$ cat src/rtl/dmem_pkg.sv
// Shared definitions for the data-memory access sequencer: op codes, FSM states
// and requester identifiers.
package dmem_pkg;

  localparam logic [1:0] OP_NOP = 2'b00;
  localparam logic [1:0] OP_LDR = 2'b01;
  localparam logic [1:0] OP_STR = 2'b10;
  localparam logic [1:0] OP_SWP = 2'b11;

  localparam logic REQ_PIPE = 1'b0;
  localparam logic REQ_DBG  = 1'b1;

  typedef enum logic [2:0] {
    ST_IDLE   = 3'd0,
    ST_RD     = 3'd1,
    ST_WR     = 3'd2,
    ST_SWP_RD = 3'd3,
    ST_SWP_WR = 3'd4,
    ST_RESP   = 3'd5
  } state_e;

  function automatic logic is_mem_op(input logic [1:0] op);
    return (op != OP_NOP);
  endfunction

endpackage

$ cat src/rtl/dmem_grant_arb.sv
// Grant arbiter for the data-memory sequencer: pipeline priority, with a
// starvation counter that hands the next grant to debug after STARVE_LIMIT losses.
module dmem_grant_arb
  import dmem_pkg::*;
#(
  parameter int STARVE_LIMIT = 4
) (
  input  logic clk,
  input  logic rst_n,
  input  logic arb_en,
  input  logic req_p,
  input  logic req_d,
  output logic grant_p,
  output logic grant_d
);

  localparam logic [3:0] LIMIT = 4'(STARVE_LIMIT);

  logic [3:0] starve_cnt_r;
  logic       starved_s;

  // Grant decision, only while the sequencer is idle
  always_comb begin
    starved_s = (starve_cnt_r == LIMIT);
    grant_p   = 1'b0;
    grant_d   = 1'b0;
    if (arb_en) begin
      grant_d = req_d & (~req_p | starved_s);
      grant_p = req_p & ~grant_d;
    end else begin
      grant_p = 1'b0;
      grant_d = 1'b0;
    end
  end

  // Debug loss counter: counts idle-cycle losses, saturates, clears on a debug grant
  always_ff @(posedge clk or negedge rst_n) begin
    if (!rst_n) begin
      starve_cnt_r <= 4'd0;
    end else if (grant_d) begin
      starve_cnt_r <= 4'd0;
    end else if (arb_en && req_d && !starved_s) begin
      starve_cnt_r <= starve_cnt_r + 4'd1;
    end else begin
      starve_cnt_r <= starve_cnt_r;
    end
  end

endmodule

$ cat src/rtl/dmem_access_sequencer.sv
// Serialises pipeline (LDR/STR/SWP) and debug (word read/write) accesses to data_mem,
// running SWP as an uninterruptible read-then-write and stalling the pipeline while busy.
module dmem_access_sequencer
  import dmem_pkg::*;
#(
  parameter int AW           = 32,
  parameter int DW           = 32,
  parameter int STARVE_LIMIT = 4
) (
  input  logic          clk,
  input  logic          rst_n,
  input  logic          p_valid,
  input  logic [1:0]    p_op,
  input  logic [AW-1:0] p_addr,
  input  logic [DW-1:0] p_wdata,
  output logic          p_ready,
  output logic          p_rvalid,
  output logic [DW-1:0] p_rdata,
  output logic          stall,
  input  logic          d_valid,
  input  logic          d_we,
  input  logic [AW-1:0] d_addr,
  input  logic [DW-1:0] d_wdata,
  output logic          d_ready,
  output logic          d_rvalid,
  output logic [DW-1:0] d_rdata,
  output logic          mem_read,
  output logic          mem_write,
  output logic [AW-1:0] mem_addr,
  output logic [DW-1:0] mem_wdata,
  input  logic [DW-1:0] mem_rdata
);

  state_e        state_r;
  logic          owner_r;
  logic [DW-1:0] wdata_r;
  logic [DW-1:0] old_r;
  logic          arb_en_s;
  logic          req_p_s;
  logic          grant_p_s;
  logic          grant_d_s;

  assign arb_en_s = (state_r == ST_IDLE);
  assign req_p_s  = p_valid & is_mem_op(p_op);
  assign p_ready  = grant_p_s;
  assign d_ready  = grant_d_s;
  assign stall    = req_p_s & ~grant_p_s;

  dmem_grant_arb #(
    .STARVE_LIMIT(STARVE_LIMIT)
  ) u_arb (
    .clk    (clk),
    .rst_n  (rst_n),
    .arb_en (arb_en_s),
    .req_p  (req_p_s),
    .req_d  (d_valid),
    .grant_p(grant_p_s),
    .grant_d(grant_d_s)
  );

  // Sequencer FSM; memory strobes and read returns are registered so each state drives them
  always_ff @(posedge clk or negedge rst_n) begin
    if (!rst_n) begin
      state_r   <= ST_IDLE;
      owner_r   <= REQ_PIPE;
      wdata_r   <= {DW{1'b0}};
      old_r     <= {DW{1'b0}};
      mem_read  <= 1'b0;
      mem_write <= 1'b0;
      mem_addr  <= {AW{1'b0}};
      mem_wdata <= {DW{1'b0}};
      p_rvalid  <= 1'b0;
      p_rdata   <= {DW{1'b0}};
      d_rvalid  <= 1'b0;
      d_rdata   <= {DW{1'b0}};
    end else begin
      mem_read  <= 1'b0;
      mem_write <= 1'b0;
      p_rvalid  <= 1'b0;
      d_rvalid  <= 1'b0;
      case (state_r)
        ST_IDLE: begin
          if (grant_p_s) begin
            owner_r  <= REQ_PIPE;
            wdata_r  <= p_wdata;
            mem_addr <= p_addr;
            case (p_op)
              OP_LDR: begin
                state_r  <= ST_RD;
                mem_read <= 1'b1;
              end
              OP_STR: begin
                state_r   <= ST_WR;
                mem_write <= 1'b1;
                mem_wdata <= p_wdata;
              end
              OP_SWP: begin
                state_r  <= ST_SWP_RD;
                mem_read <= 1'b1;
              end
              default: state_r <= ST_IDLE;
            endcase
          end else if (grant_d_s) begin
            owner_r  <= REQ_DBG;
            wdata_r  <= d_wdata;
            mem_addr <= d_addr;
            if (d_we) begin
              state_r   <= ST_WR;
              mem_write <= 1'b1;
              mem_wdata <= d_wdata;
            end else begin
              state_r  <= ST_RD;
              mem_read <= 1'b1;
            end
          end else begin
            state_r <= ST_IDLE;
          end
        end
        ST_RD: begin
          state_r <= ST_RESP;
          if (owner_r == REQ_DBG) begin
            d_rvalid <= 1'b1;
            d_rdata  <= mem_rdata;
          end else begin
            p_rvalid <= 1'b1;
            p_rdata  <= mem_rdata;
          end
        end
        ST_WR: state_r <= ST_IDLE;
        // Old value is kept aside and returned only after the new value is written
        ST_SWP_RD: begin
          state_r   <= ST_SWP_WR;
          old_r     <= mem_rdata;
          mem_write <= 1'b1;
          mem_wdata <= wdata_r;
        end
        ST_SWP_WR: begin
          state_r  <= ST_RESP;
          p_rvalid <= 1'b1;
          p_rdata  <= old_r;
        end
        ST_RESP: state_r <= ST_IDLE;
        default: state_r <= ST_IDLE;
      endcase
    end
  end

endmodule

$ cat config.mk
export PLATFORM = sky130hd
export DESIGN_NAME = dmem_access_sequencer
export DESIGN_NICKNAME = d
export VERILOG_FILES = /design/src/rtl/dmem_pkg.sv /design/src/rtl/dmem_grant_arb.sv /design/src/rtl/dmem_access_sequencer.sv
export SDC_FILE = /design/constraint.sdc
export NUM_CORES = 1
export LEC_CHECK = 0
export CORE_UTILIZATION = 46
export CTS_CLUSTER_SIZE = 24
export DETAILED_ROUTE_END_ITERATION = 16
export PLACE_DENSITY_LB_ADDON = 0.15
export SKIP_LAST_GASP = 1
export SLEW_MARGIN = 25
export SYNTH_ARGS = -nofsm -noshare
export SYNTH_HDL_FRONTEND = slang
export SYNTH_HIERARCHICAL = 1
export SYNTH_SLANG_ARGS = --single-unit
$ cat constraint.sdc
create_clock -name clk -period 2.4 [get_ports clk]
set_input_delay 0.36 -clock clk [delete_from_list [all_inputs] [get_ports clk]]
set_output_delay 0.36 -clock clk [all_outputs]
set_load 0.02 [all_outputs]
==> results of run 1 <==
==> state kept, by name, indices dropped and copies added (netlist names) <==
| signal | cells |
|---|---|
| p_rdata | 32 |
| mem_addr | 32 |
| wdata_r | 32 |
| d_rvalid | 1 |
| p_rvalid | 1 |
| old_r | 32 |
| u_arb/starve_cnt_r | 4 |
| d_rdata | 32 |
| mem_read | 1 |
| state_r | 3 |
| owner_r | 1 |
| mem_wdata | 32 |
| mem_write | 1 |
==> timing repair <==
action,CTS,global route
endpoints found under the hold margin,64,0
hold buffers,1,0
resized for setup,4,6
buffers inserted,0,1
setup endpoints to repair,3,3
pin swaps,0,0
cloned,0,0
==> metrics by stage <==
step	worst slack (ns)	util, %	cells	TNS [ns]
global route	-0.0316	70.2	1405	-0.0485
floorplan	0.0229	-	825	0
CTS	-0.143	70.1	1404	-0.143
finish	0.0602	70.2	1405	0
global placement	-0.0158	65.9	1363	-0.0158
detailed placement	-0.0395	65.9	1363	-0.111
==> worst max-delay path by stage <==
stage	to	slack (ns)	cells past startpoint
after floorplan	stall	0.02	7
after global placement	stall	-0.02	7
after detailed placement	mem_wdata[7]$_DFFE_PN0P_	-0.04	10
after CTS	stall	-0.14	7
after global routing	stall	-0.03	7
final	p_ready	0.06	5
==> metal layers <==
layer | share of wire, % | GRT usage [%] | wire, um | vias to the layer above
li1 | - | - | - | 3445
met1 | 40 | 29.1 | 9280 | 3403
met2 | 50 | 40.5 | 11400 | 248
met3 | 7.5 | 5.94 | 1730 | 32
met4 | 2.2 | 6.52 | 505 | 0
met5 | 0 | 0 | 0 | -
==> cells by family after synthesis <==
group	Yosys count
adders and majority gates	2
AOI/OAI and AO/OA	144
and+or+nand+nor	288
buffers and inverters	59
DFF	204
muxes	128
==> worst register-to-register path, cell delays in order (launching register included) <==
cell      delay, ns
dfrtp_1        0.40
inv_1          0.06
ha_1           0.21
nor2b_4        0.15
a31oi_4        0.29
and3b_1        0.25
o221ai_4       0.12
buf_12         0.21
buf_12         0.18
nand3_1        0.10
o211ai_2       0.11
==> final cells by class <==
class / count / area share [%]
clock buffer: 34 / 5.12
timing repair buffer: 337 / 26.1
clock inverter: 6 / 0.824
tap: 260 / 2.46
sequential: 204 / 38.6
multi-input combinational: 562 / 26.8
inverter: 2 / 0.0568
==> cell usage in the layout, fill, tap and decap left out, types with 2 or more instances in the layout <==
cell type,instances
clkbuf_16,23
nor2_1,35
clkbuf_1,5
ha_1,2
inv_1,2
o211ai_1,11
o22ai_1,2
buf_4,21
clkinv_2,2
clkbuf_8,7
bufinv_16,3
o211ai_2,20
nand2_1,198
nand2b_1,3
o21ai_0,38
nand3_1,35
dfrtp_1,204
buf_12,14
mux2_2,3
nor2b_1,4
clkdlybuf4s50_1,297
and3b_1,2
a21oi_1,37
o21ai_1,28
mux2_1,29
mux2i_1,96
==> power by group <==
part,switching (mW),leakage (nW),internal (mW)
clock network,1.34,0.387,2.26
logic,4.11,2.83,3.79
registers,0.894,2.41,5.09
==> impl_summary.log, run 1 <==
INFO  metric timing.critical_path.max_delay_family = buffers and inverters
INFO  metric drt-pass1-iter-count = 5
INFO  metric number_of_flops_mapped_to_enable_cells_by_yosys = 0
INFO  metric vias = about 7100
INFO  metric dp_hpwl = 15900 um
INFO  metric grt_pass1_wl = between 30000 and 40000 um
INFO  metric gp_congestion = 0.760
INFO  metric worstPathCellList = inv_1 > ha_1 > nor2b_4 > a31oi_4 > dlygate4sd2_1
INFO  metric synthesis.yosys.warnings = 6
INFO  metric first_global_vias = just over 7000
INFO  metric drt_wl_total = about 23000 um
INFO  metric grt_antenna_before_repair = 0
INFO  metric timing.reg2reg.worst_path_depth = 10
INFO  metric timing.critical_path.slowest_cell_delay = roughly 0.40 ns
INFO  metric remaining_routing_drc_violations = 0
INFO  metric synth.net_count = approximately 990
INFO  metric antenna_cells = 0
INFO  metric fin_hold_ws = roughly 0.46 ns
INFO  metric total_area_of_multi_input_combinational_cells = ~3500 sq um
INFO  metric setup_viol = 0
INFO  metric ys_top_cells_by_area = dfrtp_1, mux2i_1, nand2_1
INFO  metric finalPower = about 17 mW
INFO  metric post-route-cell-area = 13200 sq um
INFO  metric die-width = about 140 um
INFO  metric syn_inst = between 800 and 900
INFO  metric ys_ff_latch = 204
INFO  metric start_util = 47.3%
INFO  metric synth_top_family_by_area = multiplexers
INFO  metric critical_path_peak_fanout = 7
INFO  metric cellPowerDensity = 1320 nW/um^2
INFO  metric maxClockFrequency = 427 MHz
INFO  metric cp.required = 2.04 ns
INFO  metric report.final.slew_viol_count = 0
INFO  metric result_of_the_run = finished, final reports clean
INFO  metric pin_count = a little over 300
INFO  metric globalRouteTotalUtil = between 20% and 30%
INFO  metric row_count = 50
INFO  metric cts-htree-levels = 1
INFO  metric ratio_of_cells_with_drive_above_1_in_the_final_layout = 9.34%
INFO  metric clk_lat_worst_skew = between 0.4 and 0.5 ns
INFO  metric report.final.hold_viol_count = 0
INFO  metric synth_xor_xnor_area_share = 0%
INFO  metric yosys.area.top_type = dfrtp_1
INFO  metric synth_compound_gate_area_share = 10.4%
INFO  metric r2r_start = u_arb/starve_cnt_r[1]$_DFFE_PN0P_
INFO  metric grt_start_max_net_pins = just over 70
INFO  metric routed_via_density = slightly above 5
INFO  metric r2r_slack = 0.20 ns
INFO  metric syn_to_final_growth = 48.4%
INFO  metric worst_pin_slew = 0.597 ns
INFO  metric finalWorstPathRequiredPeriod = 2.34 ns
INFO  metric cp-startpoint = u_arb/starve_cnt_r[1]$_DFFE_PN0P_
INFO  metric critical_path_endpoint_category = output port
INFO  metric synth.cell_area = around 8900 sq um
INFO  metric cts_num_sinks = about 200
INFO  metric layout.filler_cells = around 1400
INFO  metric yosys.cell_types.count = 39
INFO  metric syn_avg_cell_area = roughly 11 sq um
INFO  metric ir_drop = 620 uV
INFO  metric floorplan.die.height = 141 um
INFO  metric critical_path.n_buffers_inverters = 2
INFO  metric core = 18800 sq um
INFO  metric synth_simple_gate_area_share = 13.4%
INFO  metric critical-path-slowest-cell = dfrtp_1
INFO  metric cap_violations = 0
INFO  metric area_taken_by_flip_flops_and_latches = slightly above 5000 sq um
INFO  metric detail_route.wl_per_cell = around 16 um
INFO  metric io_buffers = about 300
INFO  metric ant_nets = 0
INFO  metric placed_cell_area = approximately 12000 sq um
INFO  metric synth-adder-area-share = 0.281%
INFO  metric clk_pin_slew = about 0.060 ns
INFO  metric globalRouteOverflowTotal = 0
INFO  metric postSynth.topFlopCell = dfrtp_1
INFO  metric critical_path_arrival = between 1.5 and 2 ns
INFO  metric cts_tree = yes
INFO  metric worst_setup_path_start_kind = flip-flop
INFO  metric dr.first_iter.drc_count = 347
INFO  metric holdCritPathClass = in2async
INFO  metric async_sr_flop_fraction = 100%
INFO  metric cts-buffers-inserted = 22
INFO  metric maxSlewHeadroom = ~60%
INFO  metric rr_endpoint = mem_wdata[7]$_DFFE_PN0P_
INFO  metric ctsLongestPathBuffers = 3
INFO  metric synthTopCellsByCount = dfrtp_1, nand2_1, mux2i_1
INFO  metric die_area = 19900 sq um
INFO  metric critPathKind = reg2out
INFO  metric synth.mux.area_fraction = ~15%
INFO  metric fin_nets = 1298
INFO  metric cts_root_buf = clkbuf_16
INFO  metric post-route-period-util = a little over nine tenths
INFO  metric ys_seq_area_share = a little under three fifths
INFO  metric unrepaired_setup_endpoints_after_global_routing = yes
INFO  metric synth.most_common_cell = dfrtp_1
INFO  metric p_leak = between 5 and 6 nW
INFO  metric timing.clock.skew = slightly below 0.01 ns
INFO  metric synth_top_cell_area_share = between 50 and 60%
Note: power is estimated with default switching activity, not from simulation.
==> run 2, diff against run 1 <==
--- a/config.mk
+++ b/config.mk
@@ -5,7 +5,8 @@
 export SDC_FILE = /design/constraint.sdc
 export NUM_CORES = 1
 export LEC_CHECK = 0
-export CORE_UTILIZATION = 46
+export CORE_UTILIZATION = 47
+export CTS_BUF_LIST = sky130_fd_sc_hd__clkbuf_8
 export CTS_CLUSTER_SIZE = 24
 export DETAILED_ROUTE_END_ITERATION = 16
 export PLACE_DENSITY_LB_ADDON = 0.15
==> impl_summary.log, run 2 (synthesis results as in run 1) <==
INFO  metric timing.critical_path.slowest_cell_delay = 0.43 ns (+0.03 ns)
INFO  metric clock_network_fraction_of_design_power = 17.9% (-2.7 points)
INFO  metric cellPowerDensity = 1290 nW/um^2 (-2.5%)
INFO  metric report.final.hold_viol_count = 0 (unchanged)
INFO  metric layout_setup_ws = 0.134 ns (+0.0735 ns)
INFO  metric postLayoutCoreUtil = 71.6% (+1.4 points)
INFO  metric die_area = 19500 sq um (-2.1%)
INFO  metric power.share.combinational = 46.7% (+1.5 points)
INFO  metric io_buffers = 301 (unchanged)
INFO  metric ant_nets = 0 (unchanged)
INFO  metric cell_internal_pwr = 10.6 mW (-4.7%)
INFO  metric cts-buffers-inserted = 35 (+59%)
INFO  metric clk_pin_slew = 0.06 ns (about the same)
INFO  metric maxSlewHeadroom = 69.6% (+9.4 points)
INFO  metric dp_hpwl = 16100 um (+1.3%)
INFO  metric pin_count = 302 (unchanged)
INFO  metric floorplan.die.height = 140 um (-1.1%)
INFO  metric timing.critical_path.max_delay_family = flip-flops
INFO  metric worstPathCellList = inv_1 > ha_1 > nor2b_2 > a31oi_4 > nor2b_1 > clkbuf_2
INFO  metric drt_wl_total = 22700 um (-0.85%)
INFO  metric antenna_cells = 0 (unchanged)
INFO  metric post-route-period-util = 94.4% (-3.1 points)
INFO  metric start_util = 48.7% (+1.5 points)
INFO  metric unrepaired_setup_endpoints_after_global_routing = yes
INFO  metric critPathKind = reg2out
INFO  metric timing.clock.skew = 0.00771 ns (-0.00203 ns)
INFO  metric ir_drop = 637 uV (+2.8%)
INFO  metric critical_path_arrival = 1.91 ns (-0.07 ns)
INFO  metric dp_slack = 0.0245 ns (+0.0640 ns)
INFO  metric cts_tree = yes
INFO  metric drt-pass1-iter-count = 6 (+1)
INFO  metric worst_pin_slew = 0.456 ns (-0.141 ns)
INFO  metric cts-htree-levels = 2 (+1)
INFO  metric finalPower = 16.9 mW (-3.5%)
INFO  metric dr.first_iter.drc_count = 324 (-6.6%)
INFO  metric area_taken_by_flip_flops_and_latches = 5110 sq um (about the same)
INFO  metric vias = 7106 (-0.31%)
INFO  metric detail_route.wl_per_cell = 16.3 um (about the same)
INFO  metric cp.required = 2.04 ns (about the same)
INFO  metric critical_path_peak_fanout = 7 (unchanged)
INFO  metric cts_root_buf = clkbuf_8
INFO  metric setup_viol = 0 (unchanged)
INFO  metric total_area_of_multi_input_combinational_cells = 3530 sq um (-0.14%)
INFO  metric critical_path.n_buffers_inverters = 2 (unchanged)
INFO  metric ctsLongestPathBuffers = 3 (unchanged)
INFO  metric remaining_routing_drc_violations = 0 (unchanged)
INFO  metric globalRouteTotalUtil = 23.9% (+0.47 points)
INFO  metric power_switching_share = 37.1% (+0.82 points)
INFO  metric cap_violations = 0 (unchanged)
INFO  metric grt_antenna_before_repair = 0 (unchanged)
INFO  metric fin_tns_setup = 0 ns (unchanged)
INFO  metric layout.cells.most_common_list = clkdlybuf4s50_1, dfrtp_1, nand2_1
INFO  metric routed_via_density = 5.10 (+0.62%)
INFO  metric fin_nets = 1311 (+1.0%)
INFO  metric share_seq_of_total_power = 35.4% (+1.2 points)
INFO  metric cts_num_sinks = 204 (unchanged)
INFO  metric first_global_vias = 7215 (+0.22%)
INFO  metric maxClockFrequency = 441 MHz (+3.2%)
INFO  metric result_of_the_run = finished, final reports clean
INFO  metric worst_setup_path_start_kind = flip-flop
INFO  metric core = 18300 sq um (-3.0%)
INFO  metric p_leak = 5.64 nW (about the same)
INFO  metric layout.filler_cells = 1383 (-3.1%)
INFO  metric gp_congestion = 0.754 (-0.74%)
INFO  metric layout_commonest_cell = clkdlybuf4s50_1
INFO  metric globalRouteOverflowTotal = 0 (unchanged)
INFO  metric ratio_of_cells_with_drive_above_1_in_the_final_layout = 10.3% (+0.97 points)
INFO  metric syn_to_final_growth = 46.9%
INFO  metric row_count = 49 (-2.0%)
INFO  metric grt_start_max_net_pins = 66 (-7.0%)
INFO  metric clk_lat_worst_skew = 0.49 ns (about the same)
INFO  metric finalWorstPathRequiredPeriod = 2.27 ns (-0.0735 ns)
INFO  metric critical-path-slowest-cell = dfrtp_2
INFO  metric report.final.slew_viol_count = 0 (unchanged)
INFO  metric die-width = 140 um (-1.1%)
INFO  metric power_switching = 6.27 mW (-1.3%)
INFO  metric fin_hold_ws = 0.391 ns (-0.0658 ns)
INFO  metric critical_path_endpoint_category = output port
INFO  metric holdCritPathClass = in2async
INFO  metric grt_pass1_wl = 36900 um (-0.26%)
-- run 2: cell types whose count changed in the layout (fill, tap and decap cells not counted), moves of 2 or more --
cell       previous run  this run
clkbuf_1              5         0
inv_1                 2        13
bufinv_16             3         1
clkbuf_8              7        44
clkbuf_16            23         0
-- run 2: layer usage --
metal / global-route usage, % / vias up / part of all wire [%]
met5: 0 / - / 0
met4: 7.81 / 0 / 2.3
met3: 7.57 / 33 / 7.8
met2: 40.9 / 267 / 50
met1: 28.7 / 3345 / 40
li1: - / 3461 / -
-- run 2: power by group through the flow --
| stage | logic (mW) | clock network, mW | registers [mW] |
|---|---|---|---|
| 2_1_floorplan | 3.13 | 0 | 7.21 |
| 3_3_place_gp | 7.82 | 0 | 5.95 |
| 3_5_place_dp | 7.97 | 0 | 6.00 |
| 4_1_cts | 7.99 | 3.11 | 5.98 |
| 5_1_grt | 8.56 | 3.28 | 6.17 |
| 6_report | 7.89 | 3.02 | 5.98 |
-- run 2: timing repair --
item                                    4_1_cts  5_1_grt
endpoints found under the setup margin        3        3
endpoints found under the hold margin        51        0
hold buffers                                  1        0
resized for setup                             6        5
cloned                                        0        0
buffers inserted                              0        2
pin swaps                                     1        2
-- run 2: final cells by class --
| class | count | share of cell area, % |
|---|---|---|
| flip-flops and latches | 204 | 39.1 |
| multi-input cells | 562 | 27.0 |
| repair buffers | 337 | 26.5 |
| clock buffers | 43 | 4.53 |
| well taps | 229 | 2.19 |
| clock inverters | 15 | 0.660 |
| inverters | 2 | 0.0574 |
-- run 2: path summary, 6_finish.rpt --
check,from,endpoint,slack (ns),cells after the start
max,u_arb/starve_cnt_r[0]$_DFFE_PN0P_,stall,0.13,6
min,rst_n,d_rdata[20]$_DFFE_PN0P_,0.39,2
max reg2reg,u_arb/starve_cnt_r[0]$_DFFE_PN0P_,mem_wdata[3]$_DFFE_PN0P_,0.14,10
min reg2reg,old_r[27]$_DFFE_PN0P_,old_r[27]$_DFFE_PN0P_,0.48,2
max in group asynchronous,rst_n,p_rdata[5]$_DFFE_PN0P_,1.25,3
min in group clk,mem_rdata[28],old_r[28]$_DFFE_PN0P_,0.45,3
-- run 2: worst register-to-register path, delay by kind of cell (launching register included) --
| family | cells | cell delay, ns |
|---|---|---|
| buffers and inverters | 3 | 0.50 |
| DFF | 1 | 0.43 |
| AOI/OAI and AO/OA | 3 | 0.49 |
| and+or+nand+nor | 3 | 0.58 |
| adders and majority gates | 1 | 0.19 |
-- run 2: per-stage QoR --
stage	cell area [sq um]	std cells
floorplan	8920	825
global placement	12400	1331
detailed placement	12400	1331
CTS	13100	1390
global route	13100	1392
finish	13100	1392
